[src/rtl/rx_fct_credit_manager.sv]
// rtl/rx_fct_credit_manager.sv - receive-side FCT credit manager (optional RX_FCT_ERR_COUNT_EN error counter)
module rx_fct_credit_manager #(
  parameter int FIFO_DEPTH  = 64,
  parameter int CREDIT_MAX  = 56,
  parameter int FCT_QUANTUM = 8
) (
  input  logic       pclk_tx,
  input  logic       enable_tx,
  input  logic       fct_allow,
  input  logic [6:0] fifo_free,
  input  logic       nchar_received,
  input  logic       fct_sent,
  output logic       fct_request,
  output logic [5:0] credit_outstanding,
`ifdef RX_FCT_ERR_COUNT_EN
  output logic [7:0] credit_err_count,
`endif
  output logic       credit_error
);

  localparam logic [6:0] QUANTUM = 7'(FCT_QUANTUM);
  localparam logic [6:0] CMAX    = 7'(CREDIT_MAX);
  localparam logic [6:0] FDEPTH  = 7'(FIFO_DEPTH);

  typedef enum logic [2:0] {
    IDLE = 3'd0,
    REQ  = 3'd1,
    HOLD = 3'd2
  } state_t;

  state_t     state, state_next;
  logic [6:0] fifo_free_c;
  logic [6:0] credit_plus_q;
  logic       grant_ok;
  logic       add_quantum;
  logic       fct_request_d;
  logic       nchar_consume;
  logic       err_event;
  logic [6:0] credit_sum;

  // Grant check: a reported free count above the FIFO size is treated as the FIFO size
  always_comb begin
    fifo_free_c   = (fifo_free > FDEPTH) ? FDEPTH : fifo_free;
    credit_plus_q = {1'b0, credit_outstanding} + QUANTUM;
    grant_ok      = fct_allow && (credit_plus_q <= CMAX) && (fifo_free_c >= credit_plus_q);
  end

  // State register
  always_ff @(posedge pclk_tx or negedge enable_tx) begin
    if (!enable_tx) state <= IDLE;
    else            state <= state_next;
  end

  // Next-state logic; HOLD absorbs long fct_sent levels so each FCT credits once
  always_comb begin
    state_next = IDLE;
    case (state)
      IDLE:    state_next = grant_ok ? REQ : IDLE;
      REQ: begin
        if (fct_sent)        state_next = HOLD;
        else if (!fct_allow) state_next = IDLE;
        else                 state_next = REQ;
      end
      HOLD:    state_next = fct_sent ? HOLD : IDLE;
      default: state_next = IDLE;
    endcase
  end

  // Output decode: credit add in REQ on acknowledge, request tracks the upcoming state
  always_comb begin
    add_quantum   = (state == REQ) && fct_sent;
    fct_request_d = (state_next == REQ);
  end

  // Registered request so it rises one cycle after IDLE sees grant_ok
  always_ff @(posedge pclk_tx or negedge enable_tx) begin
    if (!enable_tx) fct_request <= 1'b0;
    else            fct_request <= fct_request_d;
  end

  // N-char accounting; error judged on the value before this cycle's update
  always_comb begin
    nchar_consume = nchar_received && (credit_outstanding != 6'd0);
    err_event     = nchar_received && (credit_outstanding == 6'd0);
    credit_sum    = {1'b0, credit_outstanding}
                  + (add_quantum ? QUANTUM : 7'd0)
                  - (nchar_consume ? 7'd1 : 7'd0);
  end

  // Credit counter and sticky error flag
  always_ff @(posedge pclk_tx or negedge enable_tx) begin
    if (!enable_tx) begin
      credit_outstanding <= 6'd0;
      credit_error       <= 1'b0;
    end else begin
      credit_outstanding <= credit_sum[5:0];
      if (err_event) credit_error <= 1'b1;
    end
  end

`ifdef RX_FCT_ERR_COUNT_EN
  // Saturating count of N-chars that arrived with no credit outstanding
  always_ff @(posedge pclk_tx or negedge enable_tx) begin
    if (!enable_tx)                                   credit_err_count <= 8'd0;
    else if (err_event && credit_err_count != 8'hFF) credit_err_count <= credit_err_count + 8'd1;
  end
`endif

endmodule

[config.mk]
export PLATFORM = sky130hd
export DESIGN_NAME = rx_fct_credit_manager
export DESIGN_NICKNAME = d
export VERILOG_FILES = /design/src/rtl/rx_fct_credit_manager.sv
export SDC_FILE = /design/constraint.sdc
export NUM_CORES = 1
export LEC_CHECK = 0
export BUFFER_PORTS_ARGS = -buffer_cell sky130_fd_sc_hd__buf_2
export CORE_MARGIN = 4
export CORE_UTILIZATION = 45
export DETAILED_ROUTE_END_ITERATION = 10
export GPL_TIMING_DRIVEN = 0
export PLACE_DENSITY = 0.7
export SKIP_LAST_GASP = 1
export SYNTH_ARGS = -nofsm -noshare
export SYNTH_HDL_FRONTEND = slang
export SYNTH_SLANG_ARGS = --single-unit
[constraint.sdc]
create_clock -name pclk_tx -period 1.91 [get_ports pclk_tx]
set_input_delay 0.2865 -clock pclk_tx [delete_from_list [all_inputs] [get_ports pclk_tx]]
set_output_delay 0.2865 -clock pclk_tx [all_outputs]
set_load 0.02 [all_outputs]
# Word level (Yosys, flattened, before mapping)
# Index checks and enable logic that the tools add are counted.
[word_totals]
ff_bits = 11
elab_cells = 29
input_bits = 12
latch_bits = 0
mem_bits_rw = 0
out_inout_bits = 8
mem_count = 0
rom_bits = 0
[op_classes]
eq_ne = 3
n_lt_le_gt_ge = 3
reduce_logical = 8
n_bitwise = 0
div = 0
shift = 0
multipliers = 0
mux = 8
add_sub_neg = 3
[op_table]
columns = ["cell", "n"]
rows = [
  ["3-bit one-hot mux with 3 select lines", 1],
  ["6-bit by 4-bit adder with 7-bit output, second input constant", 1],
  ["7-bit greater-or-equal comparator", 1],
  ["7-bit > comparator, second input constant", 1],
  ["7-bit by 6-bit less-or-equal comparator with 1-bit output, second input constant", 1],
  ["7-bit 2-to-1 mux", 1],
  ["6-bit by 4-bit adder with 6-bit output", 1],
  ["3-bit by 1-bit equality test with 1-bit output, second input constant", 2],
  ["6-bit logical NOT", 1],
  ["6-bit nonzero test", 1],
  ["6-bit by 1-bit subtractor with 6-bit output", 1],
  ["1-bit logical AND", 5],
  ["2-bit 2-to-1 mux", 2],
  ["4-bit 2-to-1 mux", 1],
  ["3-bit by 2-bit equality test with 1-bit output, second input constant", 1],
  ["3-bit logical NOT", 1],
  ["1-bit 2-to-1 mux", 3],
]

# Logic depth before layout (Yosys ltp)
[depth]
depth_word = 7
mapped_depth = 10
ltp_nobuf = 10

# Least setup slack after synthesis
# No wires, ideal clock.
[synth_path]
kind = "register to register"
start = "register credit_outstanding[4]"
end = "register credit_outstanding[5]"
setup_slack_ns = -0.328
path_buffers = 0
stages_incl_launch_ff = 11
t_arrival_ns = 2.158
required_ns = 1.831
setup_time_ns = 0.079
path_cell_list = "dfrtp_1 > inv_1 > ha_1 > a21boi_0 > ha_1 > inv_1 > ha_1 > fa_1 > a21o_1 > a21oi_1 > xor2_1"
[synth_via]
elab_chain_len = 4
elab_cells_between_ends = 5
classes_between = "add/sub: 2; mux: 1; reduce/logical: 2"
[synth_lines]
columns = ["element", "line_no", "source"]
rows = [
  ["from (decl)", "14", "output logic [5:0] credit_outstanding,"],
  ["from (signal assigned)", "96", "credit_outstanding <= credit_sum[5:0];"],
  ["parallel branches: the longest is 3 deep, another holds 6-bit by 4-bit adder with 6-bit output", "--", ""],
  ["6-bit by 1-bit subtractor with 6-bit output *", "87", "- (nchar_consume ? 7'd1 : 7'd0);"],
  ["via credit_sum[5]", "39", "logic [6:0] credit_sum;"],
]
# Mark *: on every way through the listed nets, which the timed path passes.
# A chain may end at the register's enable or synchronous reset.

# Worst setup path after layout
# Same ends and word-level chain as after synthesis.

==> summary.md <==
| Metric | Value |
|---|---|
| Pin count of the biggest net entering global routing | `11` |
| Flops & latches, synth | `10` |
| GRT Total Usage | `15.4%` |
| First-pass GRT wire length | `2.88 mm` |
| CP Capture Type | `flop` |
| Fmax | `about 500 MHz` |
| I/O Buffers | `19` |
| Place WS | `-0.149 ns` |
| Final Hold Viols | `0` |
| Worst Max-Slew Pin Slew | `roughly 0.26 ns` |
| Worst path max stage delay | `0.37 ns` |
| Total gr overflow | `0` |
| Min-delay worst type | `in -> reg` |
| Syn_area_per_cell | `10.1 um^2` |
| Clk_lat worst skew | `0.27 ns` |
| Maximum vdd drop | `1.17 mV` |
| CTS Root Cell | `clkbuf_4` |
| Post-DRT Antenna Nets | `0` |
| P per Cell Area | `1870 nW/um^2` |
| Proportion of synthesized chip area in sequential cells | `around 33%` |
| RSZ-0062 raised after global routing | `yes` |
| Worst rel slew slack | `just over 80%` |
| Final WS setup | `-0.0583 ns` |
| Clock sink total | `10` |
| Synth Instances | `75` |
| Crit-path slowest cell | `dfrtp_2` |
| Total die area | `2400 um^2` |
| Max-cap violations | `0` |
| Setup violators final | `1` |
| CTS tree | `yes` |
| Final nets | `132` |
| DRC viols | `0` |
| Req. time, crit path | `2.11 ns` |
| Antenna Cells | `0` |
| Post-synthesis mux area share | `0%` |
| R2R Setup Slk | `-0.06 ns` |
| First-pass DRT Iterations | `3` |
| R2R cell count | `10` |
| Crit path kind | `reg -> reg` |
| Tmin final | `slightly below 2 ns` |
| Post-Synth Adder-Cell Area | `29.1%` |
| Routed wire per std cell | `12.9 um` |
| Gpl congestion | `0.774` |
| Startpoint types | `flop` |
| Period utilization | `103%` |
| Total CTS buffers | `3` |
| Post-Syn Area | `between 700 and 800 um^2` |
| Ports | `20` |
| Layout area overhead | `32.1%` |
| Synth Area in XOR/XNOR | `5.79%` |
| Clk_skew | `about 0.0024 ns` |
| Final WL | `1.53 mm` |
| DRT iter0 DRCs | `2` |
| Total Power | `1.87 mW` |
| Static Leakage | `0.505 nW` |
| Hold path cells | `2` |
| Outcome | `finished with violations` |
| Initial Util | `between 40% and 50%` |
| Synth cell types | `22` |
| CTS max path bufs | `2` |
| Net Count, Synth | `104` |
| Core Region | `~1500 um^2` |
| Initial antenna violation count | `0` |
| Critical path cell sequence | `inv_2, ha_4, a21boi_2, ha_2, inv_2, ha_4, fa_2, a21o_1, a21oi_2, xor2_1` |
| Std cell rows | `14` |
| Die H | `49.0 um` |
| Main combinational cell family by area after synthesis | `adder cells` |
| Final Max Slew Viols | `0` |
| Layout cells sized above 1 | `41.2%` |
| DR vias/cell | `5.39` |
| Crit path DAT | `2.16 ns` |
| Detail Placement HPWL | `1.20 mm` |
| Vias in the first global route | `713` |
| Die width | `around 49 um` |
| Synth Area in Compound Gates | `roughly 12%` |
| Failing checks | `negative setup slack` |
| H-tree depth | `1` |
| Simple-Gate Fraction of Synth Area | `13.7%` |
| Worst-path clk slew | `0.07 ns` |
| YS warnings | `0` |
| Via count | `between 600 and 700` |
| Crit Path Max Fanout | `2` |
| Total Neg Setup Slack | `-0.0583 ns` |
[final timing paths]
kind	from	endpoint
worst max-delay path	credit_outstanding[4]	credit_outstanding[5]
worst min-delay path	fct_sent	state[1]
worst max register to register	credit_outstanding[4]	credit_outstanding[5]
worst min register to register	credit_error	credit_error
max in group asynchronous	enable_tx	credit_outstanding[5]
min in group asynchronous	enable_tx	credit_outstanding[4]
[routing by layer]
| metal | track usage [%] | share of wire (%) |
|---|---|---|
| met3 | 3.67 | 4.4 |
| met2 | 25.4 | 48 |
| met1 | 17.8 | 46 |
| met4 | 9.42 | 2.2 |
| met5 | 0 | 0 |
[state kept, by name (all words and copies together) (netlist names)]
signal,cells
state,2
fct_request,1
credit_outstanding,6
credit_error,1
[final cells by class]
| type | count | area [um^2] |
|---|---|---|
| Timing Repair Buffer | 23 | 128 |
| Sequential cell | 10 | 256 |
| Fill cell | 136 | 543 |
| Clock buffer | 4 | 36.3 |
| Tap cell | 16 | 20.0 |
| Inverter | 12 | 45.0 |
| Multi-Input combinational cell | 53 | 513 |
[kinds of logic after synthesis]
logic type / Yosys count
AND/OR/NAND/NOR: 18
adder cells (fa/ha/maj): 17
AO/OA/AOI/OAI: 13
buffers and inverters: 12
flip-flops: 10
XOR/XNOR: 5
[critical path, delay by kind of cell (launching register included)]
family / cells / cell delay (ns)
adders and majority gates: 4 / 0.83
xor gates and xnor gates: 1 / 0.14
AOI/OAI and AO/OA: 3 / 0.44
buffers and inverters: 2 / 0.10
DFF: 1 / 0.37
[Yosys cell counts]
library cell | instances | area [um^2]
nor2b_1 | 5 | 31.3
a31o_2 | 1 | 8.76
fa_1 | 1 | 20.0
dfrtp_1 | 10 | 250
inv_1 | 12 | 45.0
nand2_1 | 2 | 7.51
ha_1 | 16 | 200
nand3_1 | 4 | 20.0
nor4_1 | 1 | 6.26
a211oi_1 | 1 | 7.51
a21oi_1 | 4 | 20.0
or4_1 | 1 | 7.51
xnor2_1 | 2 | 17.5
o31ai_1 | 1 | 7.51
nand2b_1 | 2 | 12.5
o21a_1 | 2 | 15.0
a21o_1 | 2 | 15.0
a21boi_0 | 1 | 7.51
xor2_1 | 3 | 26.3
o2111a_1 | 1 | 11.3
and2_1 | 1 | 6.26
nand4_1 | 2 | 12.5
[metrics by stage]
step	utilization (%)	area [um^2]	std cells	hold WS (ns)
2_1_floorplan	-	792	75	-0.00909
3_3_place_gp	58.8	907	110	0.160
3_5_place_dp	58.8	907	110	0.165
4_1_cts	64.7	997	118	0.251
5_1_grt	64.8	998	118	0.263
6_report	64.8	998	118	0.254
[cell usage in the layout, fill, tap and decap left out, types with 3 or more instances in the layout]
cell	instances
buf_4	3
clkbuf_4	3
inv_2	3
inv_1	9
dfrtp_2	5
xor2_1	3
ha_1	13
nor2b_1	5
a21oi_1	3
nand3_1	4
buf_2	19
dfrtp_1	5
[what timing repair did]
action                                 in CTS  in global routing
setup endpoints to repair                   2                  1
gates resized for setup                     5                  1
buffers inserted                            3                  0
hold buffers                                1                  0
pin swaps                                   7                  2
endpoints found under the hold margin      10                  0
[power breakdown]
part	internal (mW)	switching, mW	total (mW)
registers	0.346	0.143	0.489
logic	0.559	0.619	1.18
clock network	0.116	0.0838	0.200
total	1.02	0.846	1.87
Note: power is estimated with default switching activity, not from simulation.
